===== src/rtl/lsu_pkg.sv =====
// lsu_pkg: shared types and constants for the load/store unit.
//   lsu_state_e : FSM states (idle, busy waiting on memory, done/retire)
//   lsu_size_e  : access width decoded from funct3
//   Funct3*     : RISC-V load/store funct3 encodings
//   funct3_size : funct3 -> access width; undefined encodings decode as word
package lsu_pkg;

  typedef enum logic [1:0] {
    StIdle = 2'd0,
    StBusy = 2'd1,
    StDone = 2'd2
  } lsu_state_e;

  typedef enum logic [1:0] {
    SizeByte = 2'd0,
    SizeHalf = 2'd1,
    SizeWord = 2'd2
  } lsu_size_e;

  localparam logic [2:0] Funct3B  = 3'b000;
  localparam logic [2:0] Funct3H  = 3'b001;
  localparam logic [2:0] Funct3W  = 3'b010;
  localparam logic [2:0] Funct3Bu = 3'b100;
  localparam logic [2:0] Funct3Hu = 3'b101;

  function automatic lsu_size_e funct3_size(logic [2:0] funct3);
    lsu_size_e size;
    case (funct3)
      Funct3B, Funct3Bu: size = SizeByte;
      Funct3H, Funct3Hu: size = SizeHalf;
      default:           size = SizeWord;
    endcase
    return size;
  endfunction

endpackage


===== src/rtl/lsu_load_align.sv =====
// lsu_load_align: combinational extraction of the addressed byte/halfword from a
// 32-bit memory word, with sign or zero extension.
//   word_i   : raw word returned by memory
//   offset_i : low two bits of the byte address
//   funct3_i : load type (b/h/w/bu/hu; undefined encodings behave as word)
//   data_o   : extended load result
module lsu_load_align
  import lsu_pkg::*;
(
  input  logic [31:0] word_i,
  input  logic [1:0]  offset_i,
  input  logic [2:0]  funct3_i,
  output logic [31:0] data_o
);

  logic [7:0]  byte_sel;
  logic [15:0] half_sel;
  logic        is_unsigned;

  always_comb begin
    case (offset_i)
      2'd0:    byte_sel = word_i[7:0];
      2'd1:    byte_sel = word_i[15:8];
      2'd2:    byte_sel = word_i[23:16];
      default: byte_sel = word_i[31:24];
    endcase
    // Halfword uses addr[1] only; addr[0] is ignored when not trapped.
    half_sel    = offset_i[1] ? word_i[31:16] : word_i[15:0];
    is_unsigned = funct3_i[2];

    case (funct3_size(funct3_i))
      SizeByte: data_o = {{24{~is_unsigned & byte_sel[7]}}, byte_sel};
      SizeHalf: data_o = {{16{~is_unsigned & half_sel[15]}}, half_sel};
      default:  data_o = word_i;
    endcase
  end

endmodule


===== src/rtl/load_store_unit.sv =====
// load_store_unit: single-outstanding load/store unit between the core and a
// word-wide memory with a req/ack handshake.
//   clk, reset (async, active-high)
//   Core side  : req_valid, req_we, req_funct3, req_addr, req_wdata in;
//                stall, rdata, rdata_valid, misalign out
//   Memory side: mem_req, mem_we, mem_addr (word aligned), mem_wdata, mem_be out;
//                mem_ack, mem_rdata in
// Optional feature: define LSU_MISALIGN_TRAP_EN to trap misaligned half/word
// accesses (no memory request, misalign pulse). Without it misalign is 0 and the
// offending low address bits are ignored.
module load_store_unit
  import lsu_pkg::*;
(
  input  logic        clk,
  input  logic        reset,
  input  logic        req_valid,
  input  logic        req_we,
  input  logic [2:0]  req_funct3,
  input  logic [31:0] req_addr,
  input  logic [31:0] req_wdata,
  output logic        stall,
  output logic [31:0] rdata,
  output logic        rdata_valid,
  output logic        misalign,
  output logic        mem_req,
  output logic        mem_we,
  output logic [31:0] mem_addr,
  output logic [31:0] mem_wdata,
  output logic [3:0]  mem_be,
  input  logic        mem_ack,
  input  logic [31:0] mem_rdata
);

  lsu_state_e  state_q, state_d;
  logic [31:0] addr_q, addr_d;
  logic [31:0] wdata_q, wdata_d;
  logic [31:0] rdata_q, rdata_d;
  logic [3:0]  be_q, be_d;
  logic [2:0]  funct3_q, funct3_d;
  logic        we_q, we_d;
  logic        misalign_q, misalign_d;

  logic [3:0]  store_be;
  logic [31:0] store_wdata;
  logic        req_misaligned;
  logic [31:0] load_data;

  // Store lane steering: replicate data across lanes, select lanes with be.
  always_comb begin
    store_be    = 4'b1111;
    store_wdata = req_wdata;
    case (funct3_size(req_funct3))
      SizeByte: begin
        store_be    = 4'b0001 << req_addr[1:0];
        store_wdata = {4{req_wdata[7:0]}};
      end
      SizeHalf: begin
        store_be    = req_addr[1] ? 4'b1100 : 4'b0011;
        store_wdata = {2{req_wdata[15:0]}};
      end
      default: ;
    endcase
  end

`ifdef LSU_MISALIGN_TRAP_EN
  always_comb begin
    req_misaligned = 1'b0;
    case (funct3_size(req_funct3))
      SizeHalf: req_misaligned = req_addr[0];
      SizeWord: req_misaligned = |req_addr[1:0];
      default:  req_misaligned = 1'b0;
    endcase
  end
`else
  assign req_misaligned = 1'b0;
`endif

  lsu_load_align u_load_align (
    .word_i   (mem_rdata),
    .offset_i (addr_q[1:0]),
    .funct3_i (funct3_q),
    .data_o   (load_data)
  );

  always_comb begin
    state_d     = state_q;
    addr_d      = addr_q;
    wdata_d     = wdata_q;
    rdata_d     = rdata_q;
    be_d        = be_q;
    funct3_d    = funct3_q;
    we_d        = we_q;
    misalign_d  = misalign_q;
    stall       = 1'b0;
    mem_req     = 1'b0;
    rdata_valid = 1'b0;
    misalign    = 1'b0;

    unique case (state_q)
      StIdle: begin
        if (req_valid) begin
          stall = 1'b1;
          if (req_misaligned) begin
            // Trapped: retire straight away without touching memory.
            misalign_d = 1'b1;
            state_d    = StDone;
          end else begin
            addr_d     = req_addr;
            we_d       = req_we;
            be_d       = req_we ? store_be : 4'b1111;
            wdata_d    = store_wdata;
            funct3_d   = req_funct3;
            misalign_d = 1'b0;
            state_d    = StBusy;
          end
        end
      end
      StBusy: begin
        stall   = 1'b1;
        mem_req = 1'b1;
        if (mem_ack) begin
          if (!we_q) begin
            rdata_d = load_data;
          end
          state_d = StDone;
        end
      end
      StDone: begin
        // Core is retiring this instruction; any req_valid here is ignored.
        rdata_valid = 1'b1;
        misalign    = misalign_q;
        misalign_d  = 1'b0;
        state_d     = StIdle;
      end
      default: state_d = StIdle;
    endcase
  end

  always_ff @(posedge clk or posedge reset) begin
    if (reset) begin
      state_q    <= StIdle;
      addr_q     <= '0;
      wdata_q    <= '0;
      rdata_q    <= '0;
      be_q       <= '0;
      funct3_q   <= '0;
      we_q       <= 1'b0;
      misalign_q <= 1'b0;
    end else begin
      state_q    <= state_d;
      addr_q     <= addr_d;
      wdata_q    <= wdata_d;
      rdata_q    <= rdata_d;
      be_q       <= be_d;
      funct3_q   <= funct3_d;
      we_q       <= we_d;
      misalign_q <= misalign_d;
    end
  end

  assign rdata     = rdata_q;
  assign mem_we    = we_q;
  assign mem_addr  = {addr_q[31:2], 2'b00};
  assign mem_wdata = wdata_q;
  assign mem_be    = be_q;

endmodule

===== config.mk =====
export PLATFORM = sky130hd
export DESIGN_NAME = load_store_unit
export DESIGN_NICKNAME = d
export VERILOG_FILES = /design/src/rtl/lsu_pkg.sv /design/src/rtl/lsu_load_align.sv /design/src/rtl/load_store_unit.sv
export SDC_FILE = /design/constraint.sdc
export NUM_CORES = 1
export LEC_CHECK = 0
export ABC_AREA = 1
export BUFFER_PORTS_ARGS = -buffer_cell sky130_fd_sc_hd__buf_2
export CAP_MARGIN = 20
export CORE_AREA = 4 4 125 127
export CTS_CLUSTER_DIAMETER = 30
export DETAILED_ROUTE_END_ITERATION = 7
export DIE_AREA = 0 0 129 131
export RECOVER_POWER = 25
export SLEW_MARGIN = 40
export SYNTH_ARGS = -nofsm -noshare
export SYNTH_HDL_FRONTEND = slang
export SYNTH_HIERARCHICAL = 1
export SYNTH_SLANG_ARGS = --single-unit

===== constraint.sdc =====
create_clock -name clk -period 6.7 [get_ports clk]
set_input_delay 1.005 -clock clk [delete_from_list [all_inputs] [get_ports clk]]
set_output_delay 1.005 -clock clk [all_outputs]
set_load 0.005 [all_outputs]

==> metrics.md, run 1 <==
| Metric | Value |
|---|---|
| Max-Cap Viols | `2` |
| Synth cell types | `28` |
| Period utilization | `51.15%` |
| Layout Skew | `0.007967 ns` |
| Max VDD drop | `0.0001641 V` |
| Hold Path End | `rdata[11]` |
| Post-Syn Instances | `714` |
| Sequential Power Share | `41.1%` |
| Worst slack at placement | `4.120 ns` |
| Ranking of synthesized cells by area | `dfrtp_1 48%, nand2_1 24%, buf_4 5.0%` |
| Post-DP HPWL | `11160 um` |
| Outcome | `finished with violations` |
| Multi-input gate area in the final layout | `0.002275 mm2` |
| H-tree depth | `3` |
| Vias/cell | `4.805` |
| Clock share of power | `20.8%` |
| Yosys reg bits | `106` |
| WP data arrival | `3.67 ns` |
| CP Buf/Inv Count | `1` |
| Min Tclk post-route | `3.427 ns` |
| Fin. max-slew vios | `35` |
| Sink Count | `106` |
| CP max-delay cell | `nor2_1` |
| Critical path's most frequent cell | `nand2_1` |
| Initial Utilization | `38.50%` |
| Final setup fails | `0` |
| Vias | `5060` |
| Ant. Diodes | `0` |
| Slew Limit Headroom | `-44.18%` |
| Mapped Area | `0.005553 mm2` |
| Clk Tree Root Cell | `clkbuf_16` |
| FF+latch area | `0.002654 mm2` |
| Yosys top cell area share | `47.77%` |
| CP required | `6.94 ns` |
| DP Area | `0.006351 mm2` |
| Layout area overhead | `19.67%` |
| RR Endpoint | `rdata[29]` |
| Worst hold stages | `2` |
| Violations in the final reports | `max-capacitance violations, max-slew violations` |
| Core ar. | `0.01442 mm2` |
| Placed Instances | `1037` |
| Reg2reg setup slack | `3.52 ns` |
| Crit-path cells | `buf_2 -> nand2_1 -> nor2_1 -> nand2_4 -> nand2_1 -> nand2_1` |
| Final count of hold timing violations | `0` |
| Max FO, Critical Path | `34` |
| Crit path kind | `in2reg` |
| Vias in the first global route | `4870` |
| Layout cells sized above 1 | `29.92%` |
| Most common cell after layout, fill and taps aside | `nand2_1` |
| Worst setup SP type | `input pin` |
| DRT Pass-1 Iters | `5` |
| Remaining DRCs | `0` |
| Die Ht | `131 um` |
| Worst r2r src | `state_q[0]` |
| Sequential area share after synthesis | `47.77%` |
| IO Port Bufs | `205` |
| Routed Antenna Nets | `0` |
| Worst R2R Path Depth | `5` |
| Worst hold path type | `reg2reg` |
| Iter 0 DRT Violations | `412` |
| Total power | `2.640 mW` |
| Leak | `3.901 nW` |
| Post_cts resized | `0` |
| Final Cell Area | `0.006645 mm2` |
| Nets | `968` |
| Clock transition at path regs | `0.07 ns` |
| GP Congestion | `0.8566` |
| Hold_ws | `0.4662 ns` |
| TritonCTS Buffers | `9` |
| Pwr dens | `397.2 mW/mm2` |
| Initial antenna violation count | `1` |
| Cell Int Power | `1.622 mW` |
| CP peak stage delay | `1.59 ns` |
| Switching Power | `1.018 mW` |
| Clock Latency Late Sink | `0.35 ns` |
| Fmax | `0.2918 GHz` |
| Measured slew at the worst slew-check pin | `2.155 ns` |
| Boundary pin count | `209` |
| Switching Share | `38.57%` |
| Fin cells | `1053` |
| Tot GR Track Use | `18.54%` |
| Setup bufs post-CTS | `0` |
| Crit path max-delay family | `simple AND/OR/NAND/NOR gates` |
| DIE AREA | `0.01690 mm2` |
| Most frequent cells in the layout | `350 x nand2_1, 204 x buf_2, 105 x dfrtp_1, 54 x nand3_1, 25 x inv_1` |
| WL/cell | `14.85 um` |
| Overflow after GRT | `0` |
| Share of total power in combinational logic | `38.0%` |
| # fillers | `1561` |
| Synth area leader | `dfrtp_1` |
| Hold buffer count at CTS | `0` |
| First-pass GRT wire length | `24580 um` |
| Setup tns final | `0 ns` |
| Min-delay src | `rdata[11]` |
| Fin worst setup slack | `3.273 ns` |
| Finished Core Util | `46.07%` |
| Synth warnings | `6` |
| CTS tree | `done` |
| CTS Buffer Depth | `2` |
| Worst Setup End Kind | `register` |
| Die width | `129 um` |
| Post-Route WL | `15630 um` |
| Pin count of the biggest net entering global routing | `78` |
| Cell row count | `44` |
| Mapped Avg Cell Area | `7.777 um2` |
| RSZ-0062 raised after global routing | `false` |
-- power groups by stage --
stage                     clock, mW  combinational [mW]  sequential, mW
after floorplan                   0               0.757            1.06
after global placement            0                1.00            1.10
after detailed placement          0                1.03            1.09
after CTS                     0.567                1.03            1.09
after global routing          0.595                1.15            1.13
final                         0.550                1.00            1.09
-- worst max-delay path by stage --
stage / startpoint / endpoint / slack, ns / depth (start not counted)
finish: mem_ack / rdata[29] / 3.27 / 6
global placement: req_valid / funct3_q[1] / 4.11 / 7
global route: mem_ack / rdata[17] / 2.86 / 6
detailed placement: req_funct3[1] / mem_be[2] / 4.12 / 5
floorplan: reset / addr_q[0] / 2.91 / 1
CTS: req_valid / stall / 4.24 / 4
-- sequential cells by signal, indices dropped and copies added (netlist names) --
| signal | cells |
|---|---|
| addr_q | 32 |
| funct3_q | 3 |
| mem_be | 4 |
| mem_wdata | 32 |
| mem_we | 1 |
| rdata | 32 |
| state_q | 2 |
-- synthesized netlist by cell type, drive strengths merged --
cell type  count
nand2        354
dfrtp        106
nand3         76
buf           63
inv           30
o21ai         24
nor2          19
o211ai        15
a21oi         11
clkbuf         9
clkinv         2
nand4          2
conb           1
nor3           1
o21a           1
-- metal layers --
layer  up-vias  routed length [um]  track usage, %  share of wire [%]
met5         -                  18               0               0.12
met4         2                 256           6.424                1.6
met3        18                1544           5.935                9.9
met2       192                7049           28.35                 45
met1      2342                6763           24.89                 43
li1       2506                   -               -                  -
-- final cells by class --
type                            count  share of cell area, %
Clock inverter                      5                 0.9226
Multi-Input combinational cell    506                  34.23
Inverter                           32                  1.864
Clock buffer                       11                  3.653
Tap cell                          184                  3.465
Timing Repair Buffer              209                  15.93
Sequential cell                   106                  39.94
-- logic make-up after synthesis --
| logic type | share of synthesized area [%] |
|---|---|
| AND/OR/NAND/NOR | 35.44 |
| flip-flops | 47.77 |
| buffers and inverters | 11.27 |
| AO/OA/AOI/OAI | 5.453 |
| other | 0.06753 |
-- worst min-delay path: stages (launching register included) --
cell and delay (ns):
dfrtp_1 0.34, nand2_1 0.05, nand2_1 0.05
Note: power is estimated with default switching activity, not from simulation.
==> inputs of run 2 (changes only) <==
ABC_AREA = 0   (was 1)
CORE_AREA = 4 4 123 125   (was 4 4 125 127)
DIE_AREA = 0 0 127 129   (was 0 0 129 131)
PLACE_DENSITY = 0.65   (was not set)
clock period = 3.23 ns   (was 6.7 ns; I/O delays follow)
==> run 2 against run 1 <==
  * The flow now finishes without violations
  * Via count down 19%
  * Total power up 140%
  * Clock power up 100%
  * Non-clock buffer count up 3
  * Synthesized cell count down 35%
  * Routed wire length down 13%
  * Clock skew up 0.0017 ns
  * Die area down 3.1%
  * Flip-flop and latch count unchanged
  * Critical path type is now reg2reg
  * Critical endpoint is now rdata[14]
  * Largest cell class unchanged
==> metrics.md, run 2 <==
| Metric | Value |
|---|---|
| GRT busiest layer | `met2` |
| Routed Antenna Nets | `0 (unchanged)` |
| Setup tns final | `0 ns (unchanged)` |
| Mapped Avg Cell Area | `11.66 um2 (+50%)` |
| Ant. Diodes | `0 (unchanged)` |
| Cell Int Power | `4.038 mW (+150%)` |
| Fmax | `0.4845 GHz` |
| Synth warnings | `6 (unchanged)` |
| Overflow after GRT | `0 (unchanged)` |
| Outcome | `finished, final reports clean` |
| WL/cell | `16.96 um (+14%)` |
| Measured slew at the worst slew-check pin | `1.212 ns (-0.9430 ns)` |
| Leak | `3.118 nW (-20%)` |
| Layout area overhead | `22.10%` |
| Synth cell types | `29 (+3.6%)` |
| Clk Tree Root Cell | `clkbuf_16` |
| Post_cts resized | `0 (unchanged)` |
| Vias/cell | `5.071 (+5.5%)` |
| TritonCTS Buffers | `9 (unchanged)` |
| Yosys reg bits | `106 (unchanged)` |
| Ranking of synthesized cells by area | `dfrtp_1 49%, mux2_2 9.8%, mux2_4 8.9%` |
| Initial antenna violation count | `1 (unchanged)` |
| Switching Share | `35.02% (-3.6 points)` |
| Worst Setup End Kind | `register` |
| Most common library cells after synthesis | `106 x dfrtp_1, 52 x a21oi_1, 47 x mux2_2` |
| Hold buffer count at CTS | `0 (unchanged)` |
| Ys async rst share | `100.0% (unchanged)` |
| Vias | `4087 (-19%)` |
| Layout Skew | `0.009664 ns (+0.001696 ns)` |
| Setup bufs post-CTS | `0 (unchanged)` |
| Max FO, Critical Path | `28 (-18%)` |
| GR Layer Usage met1 | `21.47% (-3.4 points)` |
| Max-Cap Viols | `0 (-2)` |
| Clock transition at path regs | `0.07 ns (about the same)` |
| Sequential Power Share | `39.1% (-2.0 points)` |
| Mapped Area | `0.005385 mm2 (-3.0%)` |
| RR Endpoint | `rdata[14]` |
| Crit path kind | `reg2reg` |
| Post-DP HPWL | `10350 um (-7.3%)` |
| CTS Buffer Depth | `2 (unchanged)` |
| H-tree depth | `3 (unchanged)` |
| Worst setup SP type | `register` |
| Clock share of power | `17.8% (-3.0 points)` |
| DRT Pass-1 Iters | `4 (-1)` |
| Initial Utilization | `38.80% (+0.30 points)` |
| Fin cells | `806 (-23%)` |
| Iter 0 DRT Violations | `185 (-55%)` |
| Most frequent cells in the layout | `205 x buf_2, 105 x dfrtp_1, 52 x a21oi_1, 47 x mux2_2` |
| Finished Core Util | `47.37% (+1.3 points)` |
| IO Port Bufs | `205 (unchanged)` |
| CTS tree | `done` |
| Final count of hold timing violations | `0 (unchanged)` |
| Min Tclk post-route | `2.064 ns` |
| # fillers | `1328 (-15%)` |
| Sink Count | `106 (unchanged)` |
| Yosys top cell area share | `49.26% (+1.5 points)` |
| Die width | `127 um (-1.6%)` |
| RSZ-0062 raised after global routing | `false` |
| Period utilization | `63.90%` |
| Final setup fails | `0 (unchanged)` |
| Post-Route WL | `13670 um (-13%)` |
| Remaining DRCs | `0 (unchanged)` |
| Placed Instances | `791 (-24%)` |
| Worst R2R Path Depth | `4 (-1)` |
| Count leader, synth | `dfrtp_1` |
| Worst hold path type | `in2async` |
| Reg2reg setup slack | `1.17 ns (-2.35 ns)` |
| Ys flop type | `dfrtp_1` |
| Pwr dens | `945.1 mW/mm2 (+140%)` |
| Max VDD drop | `0.0003578 V (+120%)` |
| Core ar. | `0.01388 mm2 (-3.8%)` |
| Share of total power in combinational logic | `43.0% (+5.0 points)` |
| Slew Limit Headroom | `19.22% (+63 points)` |
| GP Congestion | `0.8436 (-1.5%)` |
| Vias in the first global route | `4190 (-14%)` |
| Worst r2r src | `addr_q[1]` |
| Most common cell after layout, fill and taps aside | `buf_2` |
| Global Route met3 Usage | `5.812% (-0.12 points)` |
| Grt met2 use | `26.84% (-1.5 points)` |
| Sequential area share after synthesis | `49.26% (+1.5 points)` |
| First-pass GRT wire length | `21980 um (-11%)` |
| Boundary pin count | `209 (unchanged)` |
| EDFF count, synth | `0 (unchanged)` |
| Tot GR Track Use | `16.85% (-1.7 points)` |
| Clock Latency Late Sink | `0.35 ns (about the same)` |
| Layout cells sized above 1 | `50.48% (+21 points)` |
| Fin. max-slew vios | `0 (-100%)` |
| Post-Syn Instances | `462 (-35%)` |
| Cell row count | `43 (-2.3%)` |
| DIE AREA | `0.01638 mm2 (-3.1%)` |
| Synth area leader | `dfrtp_1` |
| Switching Power | `2.176 mW (+110%)` |
| Pin count of the biggest net entering global routing | `68 (-13%)` |
| WP data arrival | `2.30 ns (-1.37 ns)` |
| Nets | `726 (-25%)` |
| Die Ht | `129 um (-1.5%)` |
| CP required | `3.47 ns (-3.47 ns)` |
## run 2: cell count changes in the layout (fill, tap and decap cells not counted), moves of 16 or more
cell	change
a21oi_1	+41
a31oi_1	+16
inv_1	-23
mux2_2	+47
mux2_4	+32
mux2i_1	+22
nand2_1	-326
nand3_1	-54
nand3_2	-21
nor2b_1	+21
## run 2: cell families (layout without fill, tap and decap cells)
family | Yosys count | in the layout | share of synthesized area, %
mux | 101 | 101 | 22.84
flops | 106 | 106 | 49.26
buf+inv | 68 | 230 | 8.434
other cells | 1 | 3 | 0.06964
simple gates | 86 | 86 | 7.551
compound gates | 100 | 100 | 11.85
## run 2: worst max-delay path by stage
stage                     startpoint        end  slack [ns]  cells past startpoint
after CTS                  addr_q[1]  rdata[12]        0.96                      4
final                      addr_q[1]  rdata[14]        1.17                      4
after global routing           reset   rdata[2]        0.97                      3
after detailed placement   addr_q[1]  rdata[13]        0.96                      4
after global placement     addr_q[1]   rdata[8]        1.05                      4
after floorplan                reset  addr_q[0]        1.47                      1
## run 2: power groups by stage
stage	combinational [mW]	sequential, mW	clock, mW
after floorplan	2.08	2.33	0
after global placement	2.65	2.41	0
after detailed placement	2.71	2.45	0
after CTS	2.71	2.44	1.15
after global routing	2.95	2.54	1.21
final	2.67	2.43	1.11
## run 2: cell type report
class	count	area, um2	area share (%)
clock inverters	5	62.56	0.9515
inverters	3	12.51	0.1903
repair buffers	212	1087	16.54
flip-flops and latches	106	2654	40.36
clock buffers	10	229.0	3.482
multi-input cells	290	2305	35.05
well taps	180	225.2	3.425
## run 2: stage by stage
step	hold WS [ns]	total power, mW	area [um2]	worst slack, ns
after floorplan	0.4752	4.413	5396	1.472
after global placement	0.4831	5.066	6276	1.052
after detailed placement	0.4897	5.163	6306	0.9594
after CTS	0.1747	6.302	6598	0.9559
after global routing	0.3076	6.696	6575	0.9741
final	0.2921	6.214	6575	1.166
## run 2: routing by layer
layer  share of wire (%)  vias up  routed length [um]
li1                    -     1912                   -
met1                  42     1984                5747
met2                  47      174                6399
met3                 9.7       15                1332
met4                 1.3        2                 174
met5               0.095        -                  13
## run 2: critical path, stage by stage, from the launching register on
cell	delay [ns]
dfrtp_2	0.60
nor2b_1	0.25
a22oi_4	0.59
o221ai_1	0.23
mux2_4	0.29
